### src/rtl/painterengine_gpu_dma_reader_pkg.sv
// Shared encodings and AXI constants for the GPU DMA reader and writer.
// No logic lives here, only types, codes and fixed field values.
package painterengine_gpu_dma_reader_pkg;

  typedef enum logic [2:0] {
    ST_ROUTING,
    ST_PARAM_CHECK,
    ST_CALC,
    ST_ADDR,
    ST_DATA,
    ST_DONE,
    ST_ERROR
  } dma_state_e;

  typedef enum logic [2:0] {
    ERR_NONE       = 3'd0,
    ERR_ROUTING    = 3'd1,
    ERR_ALIGN      = 3'd2,
    ERR_LENGTH     = 3'd3,
    ERR_AR_TIMEOUT = 3'd4,
    ERR_RRESP      = 3'd5,
    ERR_RLAST      = 3'd6,
    ERR_R_TIMEOUT  = 3'd7
  } dma_err_e;

  localparam int         DEFAULT_TIMEOUT = 256;
  localparam int         BOUNDARY_BEATS  = 256;   // 1 KB of 32-bit words
  localparam logic [2:0] AXI_SIZE_WORD   = 3'b010;
  localparam logic [1:0] AXI_BURST_INCR  = 2'b01;
  localparam logic [3:0] AXI_CACHE_MOD   = 4'b0010;

endpackage

### src/rtl/painterengine_gpu_burst_calc.sv
// Combinational burst sizing: next burst address and beat count (1..256),
// clipped so a burst never crosses a 1 KB boundary or runs past the length.
module painterengine_gpu_burst_calc
  import painterengine_gpu_dma_reader_pkg::*;
(
  input  logic [31:0] i_address,
  input  logic [31:0] i_offset,
  input  logic [31:0] i_length,
  output logic [31:0] o_burst_addr,
  output logic [8:0]  o_beats
);

  logic [8:0]  room;
  logic [31:0] remaining;

  always_comb begin
    o_burst_addr = i_address + {i_offset[29:0], 2'b00};
    room         = 9'(BOUNDARY_BEATS) - {1'b0, o_burst_addr[9:2]};
    remaining    = i_length - i_offset;
    o_beats      = (remaining < {23'd0, room}) ? remaining[8:0] : room;
  end

endmodule

### src/rtl/painterengine_gpu_dma_reader.sv
// AXI4 read master feeding one of four GPU lanes; R data passes through with zero latency.
// Backpressure: RREADY follows the selected lane's accept, stalled consumers never time out.
module painterengine_gpu_dma_reader
  import painterengine_gpu_dma_reader_pkg::*;
#(
  parameter int PARAM_DATA_ALIGN = 32,
  parameter int PARAM_TIMEOUT    = DEFAULT_TIMEOUT
) (
  input  logic                          i_wire_clock,
  input  logic                          i_wire_resetn,
  input  logic [3:0]                    i_wire_router,
  output logic                          o_wire_done,
  input  logic [127:0]                  i_wire_address,
  input  logic [127:0]                  i_wire_length,
  output logic [4*PARAM_DATA_ALIGN-1:0] o_wire_data,
  output logic [3:0]                    o_wire_data_valid,
  input  logic [3:0]                    i_wire_data_next,
  output logic                          o_wire_error,
  output logic [2:0]                    o_wire_error_type,
  output logic [0:0]                    o_wire_M_AXI_ARID,
  output logic [31:0]                   o_wire_M_AXI_ARADDR,
  output logic [7:0]                    o_wire_M_AXI_ARLEN,
  output logic [2:0]                    o_wire_M_AXI_ARSIZE,
  output logic [1:0]                    o_wire_M_AXI_ARBURST,
  output logic                          o_wire_M_AXI_ARLOCK,
  output logic [3:0]                    o_wire_M_AXI_ARCACHE,
  output logic [2:0]                    o_wire_M_AXI_ARPROT,
  output logic [3:0]                    o_wire_M_AXI_ARQOS,
  output logic                          o_wire_M_AXI_ARVALID,
  input  logic                          i_wire_M_AXI_ARREADY,
  input  logic [0:0]                    i_wire_M_AXI_RID,
  input  logic [PARAM_DATA_ALIGN-1:0]   i_wire_M_AXI_RDATA,
  input  logic [1:0]                    i_wire_M_AXI_RRESP,
  input  logic                          i_wire_M_AXI_RLAST,
  input  logic                          i_wire_M_AXI_RVALID,
  output logic                          o_wire_M_AXI_RREADY
);

  localparam int             TW       = $clog2(PARAM_TIMEOUT + 1);
  localparam logic [TW-1:0]  TMO_LAST = TW'(PARAM_TIMEOUT - 1);

  dma_state_e     state_q, state_d;
  dma_err_e       err_q, err_d;
  logic [1:0]     lane_q, lane_d;
  logic [31:0]    addr_q, addr_d, len_q, len_d, off_q, off_d, araddr_q, araddr_d;
  logic [7:0]     arlen_q, arlen_d;
  logic [8:0]     cnt_q, cnt_d;
  logic [TW-1:0]  tmo_q, tmo_d;

  logic [31:0]    calc_addr, next_off;
  logic [8:0]     calc_beats;
  logic           r_acc, last_beat, unused_rbits;

  painterengine_gpu_burst_calc u_burst_calc (
    .i_address    (addr_q),
    .i_offset     (off_q),
    .i_length     (len_q),
    .o_burst_addr (calc_addr),
    .o_beats      (calc_beats)
  );

  assign unused_rbits = ^{i_wire_M_AXI_RID, i_wire_M_AXI_RRESP[0]};

  assign o_wire_M_AXI_ARID    = 1'b0;
  assign o_wire_M_AXI_ARADDR  = araddr_q;
  assign o_wire_M_AXI_ARLEN   = arlen_q;
  assign o_wire_M_AXI_ARSIZE  = AXI_SIZE_WORD;
  assign o_wire_M_AXI_ARBURST = AXI_BURST_INCR;
  assign o_wire_M_AXI_ARLOCK  = 1'b0;
  assign o_wire_M_AXI_ARCACHE = AXI_CACHE_MOD;
  assign o_wire_M_AXI_ARPROT  = 3'd0;
  assign o_wire_M_AXI_ARQOS   = 4'd0;
  assign o_wire_M_AXI_ARVALID = (state_q == ST_ADDR);
  assign o_wire_done          = (state_q == ST_DONE);
  assign o_wire_error         = (state_q == ST_ERROR);
  assign o_wire_error_type    = err_q;

  always_comb begin
    o_wire_data         = '0;
    o_wire_data_valid   = '0;
    o_wire_M_AXI_RREADY = 1'b0;
    if (state_q == ST_DATA) begin
      o_wire_data_valid[lane_q]                              = i_wire_M_AXI_RVALID;
      o_wire_data[lane_q*PARAM_DATA_ALIGN +: PARAM_DATA_ALIGN] = i_wire_M_AXI_RDATA;
      o_wire_M_AXI_RREADY = i_wire_data_next[lane_q] & i_wire_M_AXI_RVALID;
    end
  end

  assign r_acc     = (state_q == ST_DATA) && i_wire_M_AXI_RVALID && i_wire_data_next[lane_q];
  assign last_beat = (cnt_q == {1'b0, arlen_q});
  assign next_off  = off_q + {24'd0, arlen_q} + 32'd1;

  always_comb begin
    state_d  = state_q;
    err_d    = err_q;
    lane_d   = lane_q;
    addr_d   = addr_q;
    len_d    = len_q;
    off_d    = off_q;
    araddr_d = araddr_q;
    arlen_d  = arlen_q;
    cnt_d    = cnt_q;
    tmo_d    = tmo_q;
    case (state_q)
      ST_ROUTING: begin
        case (i_wire_router)
          4'b0000: ;
          4'b0001: begin lane_d = 2'd0; state_d = ST_PARAM_CHECK; end
          4'b0010: begin lane_d = 2'd1; state_d = ST_PARAM_CHECK; end
          4'b0100: begin lane_d = 2'd2; state_d = ST_PARAM_CHECK; end
          4'b1000: begin lane_d = 2'd3; state_d = ST_PARAM_CHECK; end
          default: begin state_d = ST_ERROR; err_d = ERR_ROUTING; end
        endcase
        addr_d = i_wire_address[lane_d*32 +: 32];
        len_d  = i_wire_length[lane_d*32 +: 32];
      end
      ST_PARAM_CHECK: begin
        if (addr_q[1:0] != 2'b00) begin
          state_d = ST_ERROR; err_d = ERR_ALIGN;
        end else if (len_q == 32'd0) begin
          state_d = ST_ERROR; err_d = ERR_LENGTH;
        end else begin
          off_d = '0; state_d = ST_CALC;
        end
      end
      ST_CALC: begin
        araddr_d = calc_addr;
        arlen_d  = 8'(calc_beats - 9'd1);
        tmo_d    = '0;
        state_d  = ST_ADDR;
      end
      ST_ADDR: begin
        if (i_wire_M_AXI_ARREADY) begin
          cnt_d = '0; tmo_d = '0; state_d = ST_DATA;
        end else if (tmo_q == TMO_LAST) begin
          state_d = ST_ERROR; err_d = ERR_AR_TIMEOUT;
        end else begin
          tmo_d = tmo_q + 1'b1;
        end
      end
      ST_DATA: begin
        if (r_acc) begin
          tmo_d = '0;
          if (i_wire_M_AXI_RRESP[1]) begin
            state_d = ST_ERROR; err_d = ERR_RRESP;
          end else if (i_wire_M_AXI_RLAST != last_beat) begin
            state_d = ST_ERROR; err_d = ERR_RLAST;
          end else if (last_beat) begin
            off_d   = next_off;
            state_d = (next_off >= len_q) ? ST_DONE : ST_CALC;
          end else begin
            cnt_d = cnt_q + 9'd1;
          end
        end else if (!i_wire_M_AXI_RVALID) begin
          if (tmo_q == TMO_LAST) begin
            state_d = ST_ERROR; err_d = ERR_R_TIMEOUT;
          end else begin
            tmo_d = tmo_q + 1'b1;
          end
        end else begin
          tmo_d = '0;  // consumer stall, not a slave stall
        end
      end
      ST_DONE:  if (i_wire_router == 4'b0000) state_d = ST_ROUTING;
      ST_ERROR: ;
      default:  state_d = ST_ROUTING;
    endcase
  end

  always_ff @(posedge i_wire_clock or negedge i_wire_resetn) begin
    if (!i_wire_resetn) begin
      state_q  <= ST_ROUTING;
      err_q    <= ERR_NONE;
      lane_q   <= '0;
      addr_q   <= '0;
      len_q    <= '0;
      off_q    <= '0;
      araddr_q <= '0;
      arlen_q  <= '0;
      cnt_q    <= '0;
      tmo_q    <= '0;
    end else begin
      state_q  <= state_d;
      err_q    <= err_d;
      lane_q   <= lane_d;
      addr_q   <= addr_d;
      len_q    <= len_d;
      off_q    <= off_d;
      araddr_q <= araddr_d;
      arlen_q  <= arlen_d;
      cnt_q    <= cnt_d;
      tmo_q    <= tmo_d;
    end
  end

endmodule

### config.mk
export PLATFORM = sky130hd
export DESIGN_NAME = painterengine_gpu_dma_reader
export DESIGN_NICKNAME = d
export VERILOG_FILES = /design/src/rtl/painterengine_gpu_dma_reader_pkg.sv /design/src/rtl/painterengine_gpu_burst_calc.sv /design/src/rtl/painterengine_gpu_dma_reader.sv
export SDC_FILE = /design/constraint.sdc
export NUM_CORES = 1
export LEC_CHECK = 0
export BUFFER_PORTS_ARGS = -buffer_cell sky130_fd_sc_hd__buf_4
export CORE_ASPECT_RATIO = 1.25
export CORE_UTILIZATION = 33
export CTS_BUF_LIST = sky130_fd_sc_hd__clkbuf_4
export DETAILED_ROUTE_END_ITERATION = 16
export SLEW_MARGIN = 20
export SYNTH_ARGS = -nofsm -noshare
export SYNTH_HDL_FRONTEND = slang
export SYNTH_SLANG_ARGS = --single-unit
export TNS_END_PERCENT = 100
### constraint.sdc
create_clock -name i_wire_clock -period 16.7 [get_ports i_wire_clock]
set_clock_uncertainty 0.15 [all_clocks]
set_input_delay 1.67 -clock i_wire_clock [delete_from_list [all_inputs] [get_ports i_wire_clock]]
set_output_delay 1.67 -clock i_wire_clock [all_outputs]
set_load 0.03 [all_outputs]
==> summary.md, run 1 <==
| Metric | Value |
|---|---|
| Critical path cell sequence | ha_1 -> inv_1 -> fa_1 -> nor2b_1 -> o21ai_0 -> a21boi_0 -> nor2_1 -> or3_1 -> or4_1 -> ha_1 -> a221oi_1 -> o211ai_1 -> or3_1 -> a221oi_2 -> nand3_1 -> nor4_2 -> o211ai_1 -> or2_1 -> nor4_1 -> nor2_1 -> ha_1 -> or3_1 -> a2111oi_0 -> a211o_1 |
| Seq pwr share | 23.2% |
| Data arrival, critical path | 7.49 ns |
| Netlist area before placement | 15500 sq um |
| Crit share post-route | 42.3% |
| Violation count after the first detailed-routing iteration | 1024 |
| Final routed wirelength across all metal layers | 56300 microns |
| Antenna violations before repair | 8 |
| Number of clock sinks | 162 |
| Half-perimeter wire length of the detailed placement result | 45500 microns |
| Nature of the critical path endpoint | flop |
| Remaining design rule violation count | 0 |
| Static leakage power | 9.77 nW |
| Worst Max-Slew Pin Slew | 0.986 ns |
| Critical path's largest stage delay | 0.57 ns |
| Total negative slack for setup checks | 0 ns |
| Setup Fix Bufs, Post-CTS | 0 |
| Status | completed |
| Net Switching | 0.00152 W |
| Via count of the first global-routing pass | 15300 |
| Cell Pwr Density | 147 nW/um^2 |
| Most used flip-flop cell after synthesis | sky130_fd_sc_hd__dfrtp_1 |
| Kind of cell adding the most delay to the critical path | simple AND/OR/NAND/NOR gates |
| WS Path Type | reg2reg |
| Average cell area after synthesis | 8.02 sq um |
| Min-Delay Path Class | reg2reg |
| Standard cell with the maximum stage delay on the critical path | sky130_fd_sc_hd__or4_1 |
| Register-to-register setup slack | 9.64 ns |
| Internal power consumption | 0.00142 W |
| # port buffers | 480 |
| Syn Inst Count | 1928 |
| Distinct cell type count of the synthesized netlist | 82 |
| Global route overflow | 0 |
| Cell at the root of the clock tree | sky130_fd_sc_hd__clkbuf_4 |
| Post-synthesis register bit count | 162 |
| Share of flip-flops with an asynchronous set or reset | 100% |
| Number of buffers inserted during clock tree synthesis | 17 |
| Die X-Extent | 196 microns |
| Die Area | 47700 sq um |
| Post-layout utilization of the core | 43.0% |
| Post-route minimum period | 7.06 ns |
| Worst-path maximum fanout | 8 |
| Starting Density | 33.4% |
| DRT Pass-1 Iters | 7 |
| Insertion delay of the later-clocked pin in the worst-skew pair | 0.65 ns |
| Die Y-Extent | 244 microns |
| Bufs on Longest Clock Path | 2 |
| Number of vias after detailed routing | 15700 |
| Net Sw Frac | 51.7% |
| Top-level I/O count | 501 |
| Share of final-layout standard cells stronger than drive strength 1 | 26.5% |
| Number of resized instances in the post-cts repair step | 0 |
| Hold_ws | 0.348 ns |
| Req. time, crit path | 17.13 ns |
| H-tree levels | 4 |
| GPL Wtd Cong | 0.900 |
| Clock tree from TritonCTS | built |
| Vias per Instance | 5.33 |
| Wire length of the first global-routing pass | 84400 microns |
| Maximum operating frequency | 0.142 GHz |
| Number of enable flip-flop cells after synthesis | 0 |
| Post-DRT Antenna Nets | 0 |
| Fraction of power consumed by combinational cells | 66.9% |
| Max_cap viols | 0 |
| Wirelength per Cell | 19.1 microns |
| Hold-fix buffer count after cts | 0 |
| Critical path startpoint category | flop |
| Clock network fraction of design power | 10.0% |
| Yosys warning count | 0 |
| Buffers plus inverters on the worst setup path | 1 |
| Net count reported at finish | 2770 |
| Core Rows | 88 |
| Setup repair after global routing missed its margin | no |
| Proportion of synthesized chip area in sequential cells | 26.2% |
| Worst vdd rail ir drop | 0.0702 mV |
| Hold Vio Cnt, Final | 0 |
| Maximum number of pins on one net before global-route repair | 130 |
| Total setup violations reported at the end of the flow | 0 |
| Number of cells in the finished layout apart from fillers | 2951 |
| Final total power | 0.00293 W |
| Clock transition at the register clock pins on the worst setup and hold paths after CTS | 0.14 ns |
| Floorplan Core Area | 46200 sq um |
| Remaining max-slew budget at the tightest pin | 34.0% |
| Placed Cells incl. Taps | 2912 |
| Area added between synthesis and finish | 28.7% |
| Gr usage total | 22.9% |
| Fin. max-slew vios | 0 |
## worst register-to-register path, cell delays in order, from the launching register on
cell and delay (ns):
sky130_fd_sc_hd__dfrtp_1 0.42, sky130_fd_sc_hd__ha_1 0.18, sky130_fd_sc_hd__inv_1 0.06, sky130_fd_sc_hd__fa_1 0.39, sky130_fd_sc_hd__nor2b_1 0.12, sky130_fd_sc_hd__o21ai_0 0.11
sky130_fd_sc_hd__a21boi_0 0.38, sky130_fd_sc_hd__nor2_1 0.22, sky130_fd_sc_hd__or3_1 0.39, sky130_fd_sc_hd__or4_1 0.57, sky130_fd_sc_hd__ha_1 0.33, sky130_fd_sc_hd__a221oi_1 0.31
sky130_fd_sc_hd__o211ai_1 0.13, sky130_fd_sc_hd__or3_1 0.37, sky130_fd_sc_hd__a221oi_2 0.19, sky130_fd_sc_hd__nand3_1 0.12, sky130_fd_sc_hd__nor4_2 0.34, sky130_fd_sc_hd__o211ai_1 0.22
sky130_fd_sc_hd__or2_1 0.40, sky130_fd_sc_hd__nor4_1 0.37, sky130_fd_sc_hd__nor2_1 0.08, sky130_fd_sc_hd__ha_1 0.26, sky130_fd_sc_hd__or3_1 0.38, sky130_fd_sc_hd__a2111oi_0 0.37
sky130_fd_sc_hd__a211o_1 0.16
## power groups by stage
stage	Clock (W)	Combinational (W)	Sequential, W
6_report	0.000293	0.00196	0.000679
5_1_grt	0.000314	0.00217	0.000699
4_1_cts	0.000301	0.00196	0.000682
3_5_place_dp	0	0.00195	0.000688
3_3_place_gp	0	0.00192	0.000687
2_1_floorplan	0	0.00130	0.000718
## Yosys cell counts (34+ instances only)
| master | count | area [sq um] |
|---|---|---|
| sky130_fd_sc_hd__mux2_2 | 67 | 754 |
| sky130_fd_sc_hd__o21ai_0 | 165 | 826 |
| sky130_fd_sc_hd__and2_1 | 135 | 845 |
| sky130_fd_sc_hd__o211ai_1 | 45 | 338 |
| sky130_fd_sc_hd__a21o_1 | 40 | 300 |
| sky130_fd_sc_hd__nand2_1 | 207 | 777 |
| sky130_fd_sc_hd__xnor2_1 | 65 | 569 |
| sky130_fd_sc_hd__a21oi_1 | 115 | 576 |
| sky130_fd_sc_hd__clkbuf_1 | 77 | 289 |
| sky130_fd_sc_hd__dfrtp_1 | 162 | 4050 |
| sky130_fd_sc_hd__nor2_1 | 127 | 477 |
| sky130_fd_sc_hd__nand3_1 | 34 | 170 |
| sky130_fd_sc_hd__ha_1 | 117 | 1460 |
| sky130_fd_sc_hd__inv_1 | 108 | 405 |
| sky130_fd_sc_hd__mux2i_1 | 72 | 721 |
## layer usage
metal | GRT usage (%) | up-vias | wire (microns)
met2 | 39.5 | 536 | 27500
met4 | 10.1 | 0 | 1950
met1 | 28.3 | 7442 | 24000
met3 | 3.20 | 76 | 2890
met5 | 0 | - | 0
li1 | - | 7664 | -
## kinds of logic (layout without fill, tap and decap cells)
logic type | after synthesis | in the layout | share of synthesized area (%)
compound gates | 514 | 514 | 21.0
xor+xnor | 92 | 92 | 5.21
fa+ha+maj | 121 | 121 | 9.92
buf+inv | 219 | 634 | 5.95
flops | 162 | 162 | 26.2
mux | 140 | 140 | 9.69
other cells | 2 | 25 | 0.0486
simple gates | 678 | 678 | 22.0
## sequential cells by signal, indices dropped and copies added (netlist names)
| name | count |
|---|---|
| cnt_q | 9 |
| len_q | 32 |
| state_q | 3 |
| off_q | 32 |
| o_wire_error_type | 3 |
| o_wire_M_AXI_ARLEN | 8 |
| lane_q | 2 |
| tmo_q | 9 |
| addr_q | 32 |
| o_wire_M_AXI_ARADDR | 32 |
## cell usage in the layout (no fill, tap or decap), types with 15 or more instances in the layout
cell / synthesis / routed
sky130_fd_sc_hd__buf_4: 18 / 491
sky130_fd_sc_hd__nand2_1: 207 / 206
sky130_fd_sc_hd__mux2_2: 67 / 67
sky130_fd_sc_hd__nor3_1: 22 / 22
sky130_fd_sc_hd__ha_1: 117 / 117
sky130_fd_sc_hd__and3_1: 19 / 19
sky130_fd_sc_hd__o211ai_1: 45 / 45
sky130_fd_sc_hd__clkbuf_4: 0 / 17
sky130_fd_sc_hd__nor4_1: 26 / 24
sky130_fd_sc_hd__nand4_1: 21 / 21
sky130_fd_sc_hd__a21o_1: 40 / 40
sky130_fd_sc_hd__conb_1: 2 / 18
sky130_fd_sc_hd__nand3_1: 34 / 34
sky130_fd_sc_hd__inv_1: 108 / 108
sky130_fd_sc_hd__xor2_1: 27 / 27
sky130_fd_sc_hd__a22o_1: 25 / 25
sky130_fd_sc_hd__and2_1: 135 / 136
sky130_fd_sc_hd__o21ai_0: 165 / 165
sky130_fd_sc_hd__nor2b_1: 15 / 15
sky130_fd_sc_hd__mux2i_1: 72 / 72
sky130_fd_sc_hd__nor2_1: 127 / 126
sky130_fd_sc_hd__xnor2_1: 65 / 65
sky130_fd_sc_hd__o31ai_1: 15 / 15
sky130_fd_sc_hd__a21oi_1: 115 / 115
sky130_fd_sc_hd__dfrtp_1: 162 / 162
sky130_fd_sc_hd__nand2b_1: 17 / 17
## metrics by stage
step | instance area, sq um | setup slack, ns
2_1_floorplan | 15500 | 10.57
5_1_grt | 19900 | 9.09
4_1_cts | 19900 | 9.60
3_3_place_gp | 19500 | 9.72
3_5_place_dp | 19500 | 9.66
6_report | 19900 | 9.64
## final cells by class
type / instances / area, sq um
Antenna cell: 7 / 17.5
Clock buffer: 17 / 128
Clock inverter: 15 / 218
Fill cell: 4659 / 26300
Inverter: 109 / 409
Multi-Input combinational cell: 1563 / 10600
Sequential cell: 162 / 4050
Tap cell: 585 / 732
Timing Repair Buffer: 493 / 3720
## path summary, 6_finish.rpt
kind	startpoint	to	cells past startpoint
min reg2reg	o_wire_M_AXI_ARADDR[8]	o_wire_M_AXI_ARADDR[8]	2
max in group asynchronous	i_wire_resetn	o_wire_M_AXI_ARLEN[3]	2
min in group asynchronous	i_wire_resetn	o_wire_error_type[1]	1
min	o_wire_M_AXI_ARADDR[8]	o_wire_M_AXI_ARADDR[8]	2
max	off_q[0]	o_wire_M_AXI_ARLEN[2]	24
max reg2reg	off_q[0]	o_wire_M_AXI_ARLEN[2]	24
Note: power is estimated with default switching activity, not from simulation.
==> inputs of run 2 (changes only) <==
- clock period: 16.7 -> 6 ns (I/O delays scaled with it)
==> run 2 against run 1 <==
The flow now finishes with violations (setup timing); power rose to 2.8 times the previous value; non-clock buffer count up 44; global-route usage increased by 0.80 points; flip-flop and latch count is the same; utilization is 0.91 points higher; sequential share of layout area decreased by 0.42 points; critical endpoint is now o_wire_M_AXI_ARLEN[6].
==> summary.md, run 2 (synthesis results as in run 1) <==
| Metric | Value |
|---|---|
| Final routed wirelength across all metal layers | 58000 microns |
| Static leakage power | 10.0 nW |
| Violation count after the first detailed-routing iteration | 871 |
| Hold Vio Cnt, Final | 0 |
| Maximum operating frequency | 0.165 GHz |
| # port buffers | 480 |
| Data arrival, critical path | 6.46 ns |
| Clock transition at the register clock pins on the worst setup and hold paths after CTS | 0.15 ns |
| WS Path Type | reg2reg |
| Via count of the first global-routing pass | 15500 |
| Commonest non-fill, non-tap cell in the layout | sky130_fd_sc_hd__buf_4 |
| Gr usage total | 23.7% |
| Floorplan Core Area | 46200 sq um |
| Cell at the root of the clock tree | sky130_fd_sc_hd__clkbuf_4 |
| Net Switching | 0.00435 W |
| Fraction of power consumed by combinational cells | 68.1% |
| Req. time, crit path | 6.41 ns |
| Seq pwr share | 22.8% |
| Max_cap viols | 0 |
| Wirelength per Cell | 19.4 microns |
| H-tree levels | 4 |
| Starting Density | 33.4% |
| Core Rows | 88 |
| Net Sw Frac | 52.1% |
| Number of buffers inserted during clock tree synthesis | 17 |
| Number of clock sinks | 162 |
| Maximum number of pins on one net before global-route repair | 130 |
| Vias per Instance | 5.33 |
| Most used cells in the layout excluding fill and tap cells | sky130_fd_sc_hd__buf_4, sky130_fd_sc_hd__nand2_1, sky130_fd_sc_hd__o21ai_0, sky130_fd_sc_hd__dfrtp_1, sky130_fd_sc_hd__and2_1 |
| Worst-path maximum fanout | 6 |
| Total setup violations reported at the end of the flow | 3 |
| Die X-Extent | 196 microns |
| Cell Pwr Density | 411 nW/um^2 |
| Die Y-Extent | 244 microns |
| Post-DRT Antenna Nets | 0 |
| Area added between synthesis and finish | 31.4% |
| Number of vias after detailed routing | 16000 |
| DRT Pass-1 Iters | 6 |
| Top-level I/O count | 501 |
| Die Area | 47700 sq um |
| Remaining design rule violation count | 0 |
| Internal power consumption | 0.00400 W |
| GPL Wtd Cong | 0.956 |
| Post-route worst setup slack | -0.0464 ns |
| Min-Delay Path Class | in2reg |
| Clock network fraction of design power | 9.1% |
| Post-route minimum period | 6.05 ns |
| Wire length of the first global-routing pass | 87700 microns |
| Antenna violations before repair | 8 |
| Net count reported at finish | 2814 |
| Critical path's largest stage delay | 0.58 ns |
| Global route overflow | 0 |
| Remaining max-slew budget at the tightest pin | 24.7% |
| Final total power | 0.00835 W |
| Clock tree from TritonCTS | built |
| Bufs on Longest Clock Path | 2 |
| Hold_ws | 0.0921 ns |
| Nature of the critical path endpoint | flop |
| Kind of cell adding the most delay to the critical path | simple AND/OR/NAND/NOR gates |
| Standard cell with the maximum stage delay on the critical path | sky130_fd_sc_hd__or4_4 |
| Status | complete, but fails checks |
| Buffers plus inverters on the worst setup path | 2 |
| Crit share post-route | 101% |
| Worst Max-Slew Pin Slew | 1.12 ns |
| Violated checks | setup timing |
| Fin. max-slew vios | 0 |
| Half-perimeter wire length of the detailed placement result | 46500 microns |
| Worst vdd rail ir drop | 0.184 mV |
| Insertion delay of the later-clocked pin in the worst-skew pair | 0.67 ns |
| Critical path startpoint category | flop |
| Setup repair after global routing missed its margin | yes |
| Share of final-layout standard cells stronger than drive strength 1 | 28.6% |
==> run 2: changes by cell type in the layout (fill, tap and decap cells not counted), sizes merged <==
cell | previous run | this run
dlygate4sd3 | 0 | 1
clkbuf | 17 | 19
clkinvlp | 3 | 1
buf | 493 | 536
bufinv | 4 | 2
inv | 116 | 118
diode | 7 | 5
==> run 2: cell type report <==
type	instances	area (sq um)
multi-input cells	1563	10700
inverters	109	409
clock inverters	13	164
fillers	4681	25900
flip-flops and latches	162	4050
diodes	5	12.5
repair buffers	537	4060
clock buffers	19	143
well taps	585	732
==> run 2: power by group through the flow <==
stage	combinational (W)	clock [W]	sequential, W
after floorplan	0.00363	0	0.00200
after global placement	0.00546	0	0.00193
after detailed placement	0.00552	0	0.00193
after CTS	0.00563	0.000784	0.00191
after global routing	0.00624	0.000813	0.00196
final	0.00568	0.000761	0.00191
==> run 2: timing repair <==
item | CTS | global route
hold buffers | 1 | 0
gates resized for setup | 15 | 10
pin swaps | 10 | 5
buffers inserted | 4 | 2
endpoints found under the hold margin | 61 | 0
endpoints found under the setup margin | 3 | 6
==> run 2: metrics by stage <==
| step | cell area (sq um) | std cells | setup WS, ns | TNS [ns] | util [%] |
|---|---|---|---|---|---|
| 2_1_floorplan | 15500 | 1944 | 0.000904 | 0 | - |
| 3_3_place_gp | 19800 | 2949 | -0.251 | -0.645 | 42.9 |
| 3_5_place_dp | 19800 | 2949 | -0.381 | -1.01 | 42.9 |
| 4_1_cts | 20200 | 2986 | 0.00564 | 0 | 43.8 |
| 5_1_grt | 20300 | 2993 | -0.419 | -1.15 | 43.9 |
| 6_report | 20300 | 2993 | -0.0464 | -0.0943 | 43.9 |
==> run 2: final timing paths <==
kind	from	to	slack [ns]	cells past startpoint
worst max-delay path	addr_q[2]	o_wire_M_AXI_ARLEN[6]	-0.05	28
worst min-delay path	i_wire_router[0]	lane_q[0]	0.09	2
worst max register to register	addr_q[2]	o_wire_M_AXI_ARLEN[6]	-0.05	28
worst min register to register	o_wire_M_AXI_ARADDR[4]	o_wire_M_AXI_ARADDR[4]	0.35	2
max in group asynchronous	i_wire_resetn	o_wire_M_AXI_ARADDR[7]	4.13	3
min in group asynchronous	i_wire_resetn	cnt_q[0]	0.32	2
==> run 2: routing by layer <==
layer / routed length, microns / vias up / track usage [%]
met1: 24500 / 7595 / 29.1
met2: 28400 / 555 / 41.2
met3: 3020 / 79 / 3.60
li1: - / 7732 / -
met4: 2070 / 2 / 9.70
met5: 13 / - / 0
==> run 2: worst register-to-register path: cells and delay by family, from the launching register on <==
family / cells / cell delay [ns]
and+or+nand+nor: 10 / 2.33
AOI/OAI and AO/OA: 9 / 1.32
adders and majority gates: 4 / 1.04
DFF: 1 / 0.39
xor gates and xnor gates: 2 / 0.32
muxes: 1 / 0.24
buffers and inverters: 2 / 0.17
==> inputs of run 3 (changes only) <==
- RECOVER_POWER: default -> 25
==> run 3 against run 2 <==
The flow finishes with violations (capacitance limit, slew limit, setup timing); worst hold slack worse by 0.0031 ns; register-to-register slack better by 0.02 ns; die area unchanged; critical endpoint unchanged; sequential power about the same; combinational power about the same; setup slack better by 0.017 ns; global-route usage unchanged; first-iteration DRC count up 1.3%; sequential share of layout area about the same.
==> summary.md, run 3 (synthesis results as in run 1) <==
| Metric | Value |
|---|---|
| Status | complete, but fails checks |
| Violated checks | capacitance limit, slew limit, setup timing |
| Fin. max-slew vios | 64 |
| Maximum number of pins on one net before global-route repair | 130 |
| # port buffers | 480 |
| Starting Density | 33.4% |
| Maximum operating frequency | 0.166 GHz |
| Final routed wirelength across all metal layers | 57900 microns |
| Half-perimeter wire length of the detailed placement result | 46500 microns |
| Number of buffers inserted during clock tree synthesis | 17 |
| FILL cells | 4691 |
| Internal power consumption | 0.00397 W |
| Seq pwr share | 22.9% |
| Critical path's largest stage delay | 0.58 ns |
| Hold_ws | 0.0890 ns |
| Setup repair after global routing missed its margin | yes |
| Clock network fraction of design power | 9.1% |
| Min-Delay Path Class | in2reg |
| Remaining design rule violation count | 0 |
| Commonest non-fill, non-tap cell in the layout | sky130_fd_sc_hd__buf_4 |
| Number of cells in the finished layout apart from fillers | 2993 |
| Fraction of power consumed by combinational cells | 67.9% |
| GPL Wtd Cong | 0.956 |
| Gr usage total | 23.7% |
| Worst Setup SP | addr_q[2] |
| Number of vias after detailed routing | 16000 |
| Remaining max-slew budget at the tightest pin | -143% |
| Wirelength per Cell | 19.3 microns |
| Cell Pwr Density | 410 nW/um^2 |
| Net count reported at finish | 2814 |
| Max_cap viols | 2 |
| Post-route worst setup slack | -0.0292 ns |
| Cell count of the worst hold path | 2 |
| Share of final-layout standard cells stronger than drive strength 1 | 28.2% |
| R2R depth | 28 |
| Violation count after the first detailed-routing iteration | 882 |
| Post-DRT Antenna Nets | 0 |
| Clock transition at the register clock pins on the worst setup and hold paths after CTS | 0.15 ns |
| Static leakage power | 9.98 nW |
| Via count of the first global-routing pass | 15500 |
| Wire length of the first global-routing pass | 87700 microns |
| Bufs on Longest Clock Path | 2 |
| Crit share post-route | 100% |
| Antenna violations before repair | 8 |
| H-tree levels | 4 |
| Total negative slack for setup checks | -0.0450 ns |
| Hold Vio Cnt, Final | 0 |
| Die Y-Extent | 244 microns |
| Register-to-register setup slack | -0.03 ns |
| Clock tree from TritonCTS | built |
| Floorplan Core Area | 46200 sq um |
| FF/Latch Area | 4050 sq um |
| Worst-path maximum fanout | 6 |
| Top-level I/O count | 501 |
| Most used cells in the layout excluding fill and tap cells | sky130_fd_sc_hd__buf_4, sky130_fd_sc_hd__nand2_1, sky130_fd_sc_hd__o21ai_0, sky130_fd_sc_hd__dfrtp_1, sky130_fd_sc_hd__and2_1 |
| Req. time, crit path | 6.41 ns |
| Crit Reg-Reg Startpoint | addr_q[2] |
| Die Area | 47700 sq um |
| WS Path Type | reg2reg |
| Worst Max-Slew Pin Slew | 3.65 ns |
| Standard cell with the maximum stage delay on the critical path | sky130_fd_sc_hd__or4_4 |
| Placed Cells incl. Taps | 2949 |
| Nature of the critical path endpoint | flop |
| Cell at the root of the clock tree | sky130_fd_sc_hd__clkbuf_4 |
| Insertion delay of the later-clocked pin in the worst-skew pair | 0.67 ns |
| Post-route cell area | 20300 sq um |
| DRT Pass-1 Iters | 5 |
| Multi-input logic area | 10700 sq um |
| Worst vdd rail ir drop | 0.185 mV |
| Die X-Extent | 196 microns |
| Placed standard-cell area | 19800 sq um |
| Net Sw Frac | 52.2% |
| Net Switching | 0.00435 W |
| Data arrival, critical path | 6.44 ns |
| Number of clock sinks | 162 |
| Vias per Instance | 5.35 |
| Global route overflow | 0 |
| Total setup violations reported at the end of the flow | 2 |
| Core Rows | 88 |
| Area added between synthesis and finish | 31.1% |
| Critical Path End | o_wire_M_AXI_ARLEN[6] |
| Critical path startpoint category | flop |
| Worst flop-to-flop path endpoint | o_wire_M_AXI_ARLEN[6] |
| Post-route minimum period | 6.03 ns |
## run 3: cell types whose count changed in the layout (fill, tap and decap cells not counted)
cell and change:
sky130_fd_sc_hd__buf_6 -1, sky130_fd_sc_hd__clkbuf_1 +10, sky130_fd_sc_hd__buf_4 -11, sky130_fd_sc_hd__clkbuf_2 +2
## run 3: final cells by class
type,count,area share [%]
Timing Repair Buffer,537,19.8
Multi-Input combinational cell,1563,53.0
Clock buffer,19,0.703
Antenna cell,5,0.0617
Clock inverter,13,0.808
Sequential cell,162,20.0
Inverter,109,2.02
Tap cell,585,3.61
## run 3: how the worst min path moves through the flow
stage | from | to | slack [ns]
after floorplan | i_wire_resetn | addr_q[0] | 0.15
after global placement | o_wire_M_AXI_ARADDR[8] | o_wire_M_AXI_ARADDR[8] | 0.32
after detailed placement | o_wire_M_AXI_ARADDR[8] | o_wire_M_AXI_ARADDR[8] | 0.32
after CTS | i_wire_router[0] | lane_q[0] | 0.03
after global routing | i_wire_router[0] | lane_q[0] | 0.08
final | i_wire_router[0] | lane_q[0] | 0.09
## run 3: worst max-delay path, delay by kind of cell (launching register included)
kind,cells,cell delay [ns]
adders and majority gates,4,1.02
muxes,1,0.24
xor gates and xnor gates,2,0.32
AOI/OAI and AO/OA,9,1.31
DFF,1,0.38
and+or+nand+nor,10,2.32
buffers and inverters,2,0.17
## run 3: stage by stage
| step | power, W | utilization, % | setup WS (ns) |
|---|---|---|---|
| final | 0.00832 | 43.8 | -0.0292 |
| after global routing | 0.00899 | 43.8 | -0.419 |
| after CTS | 0.00833 | 43.8 | 0.00564 |
| after detailed placement | 0.00745 | 42.9 | -0.381 |
| after global placement | 0.00739 | 42.9 | -0.251 |
| after floorplan | 0.00563 | - | 0.000904 |
## run 3: repair_timing
action,4_1_cts,5_1_grt
buffers inserted,4,2
setup endpoints to repair,3,6
endpoints found under the hold margin,61,0
hold buffers,1,0
pin swaps,10,5
gates resized for setup,15,10
## run 3: power groups by stage
stage          Combinational, W  Sequential, W  Clock, W
4_1_cts                 0.00563        0.00191  0.000784
2_1_floorplan           0.00363        0.00200         0
3_3_place_gp            0.00546        0.00193         0
3_5_place_dp            0.00552        0.00193         0
5_1_grt                 0.00621        0.00196  0.000813
6_report                0.00565        0.00191  0.000760
## run 3: routing by layer
layer	part of all wire (%)	track usage, %
met5	0.022	0
met4	3.8	9.70
met3	5.6	3.60
met2	49	41.2
met1	42	29.1
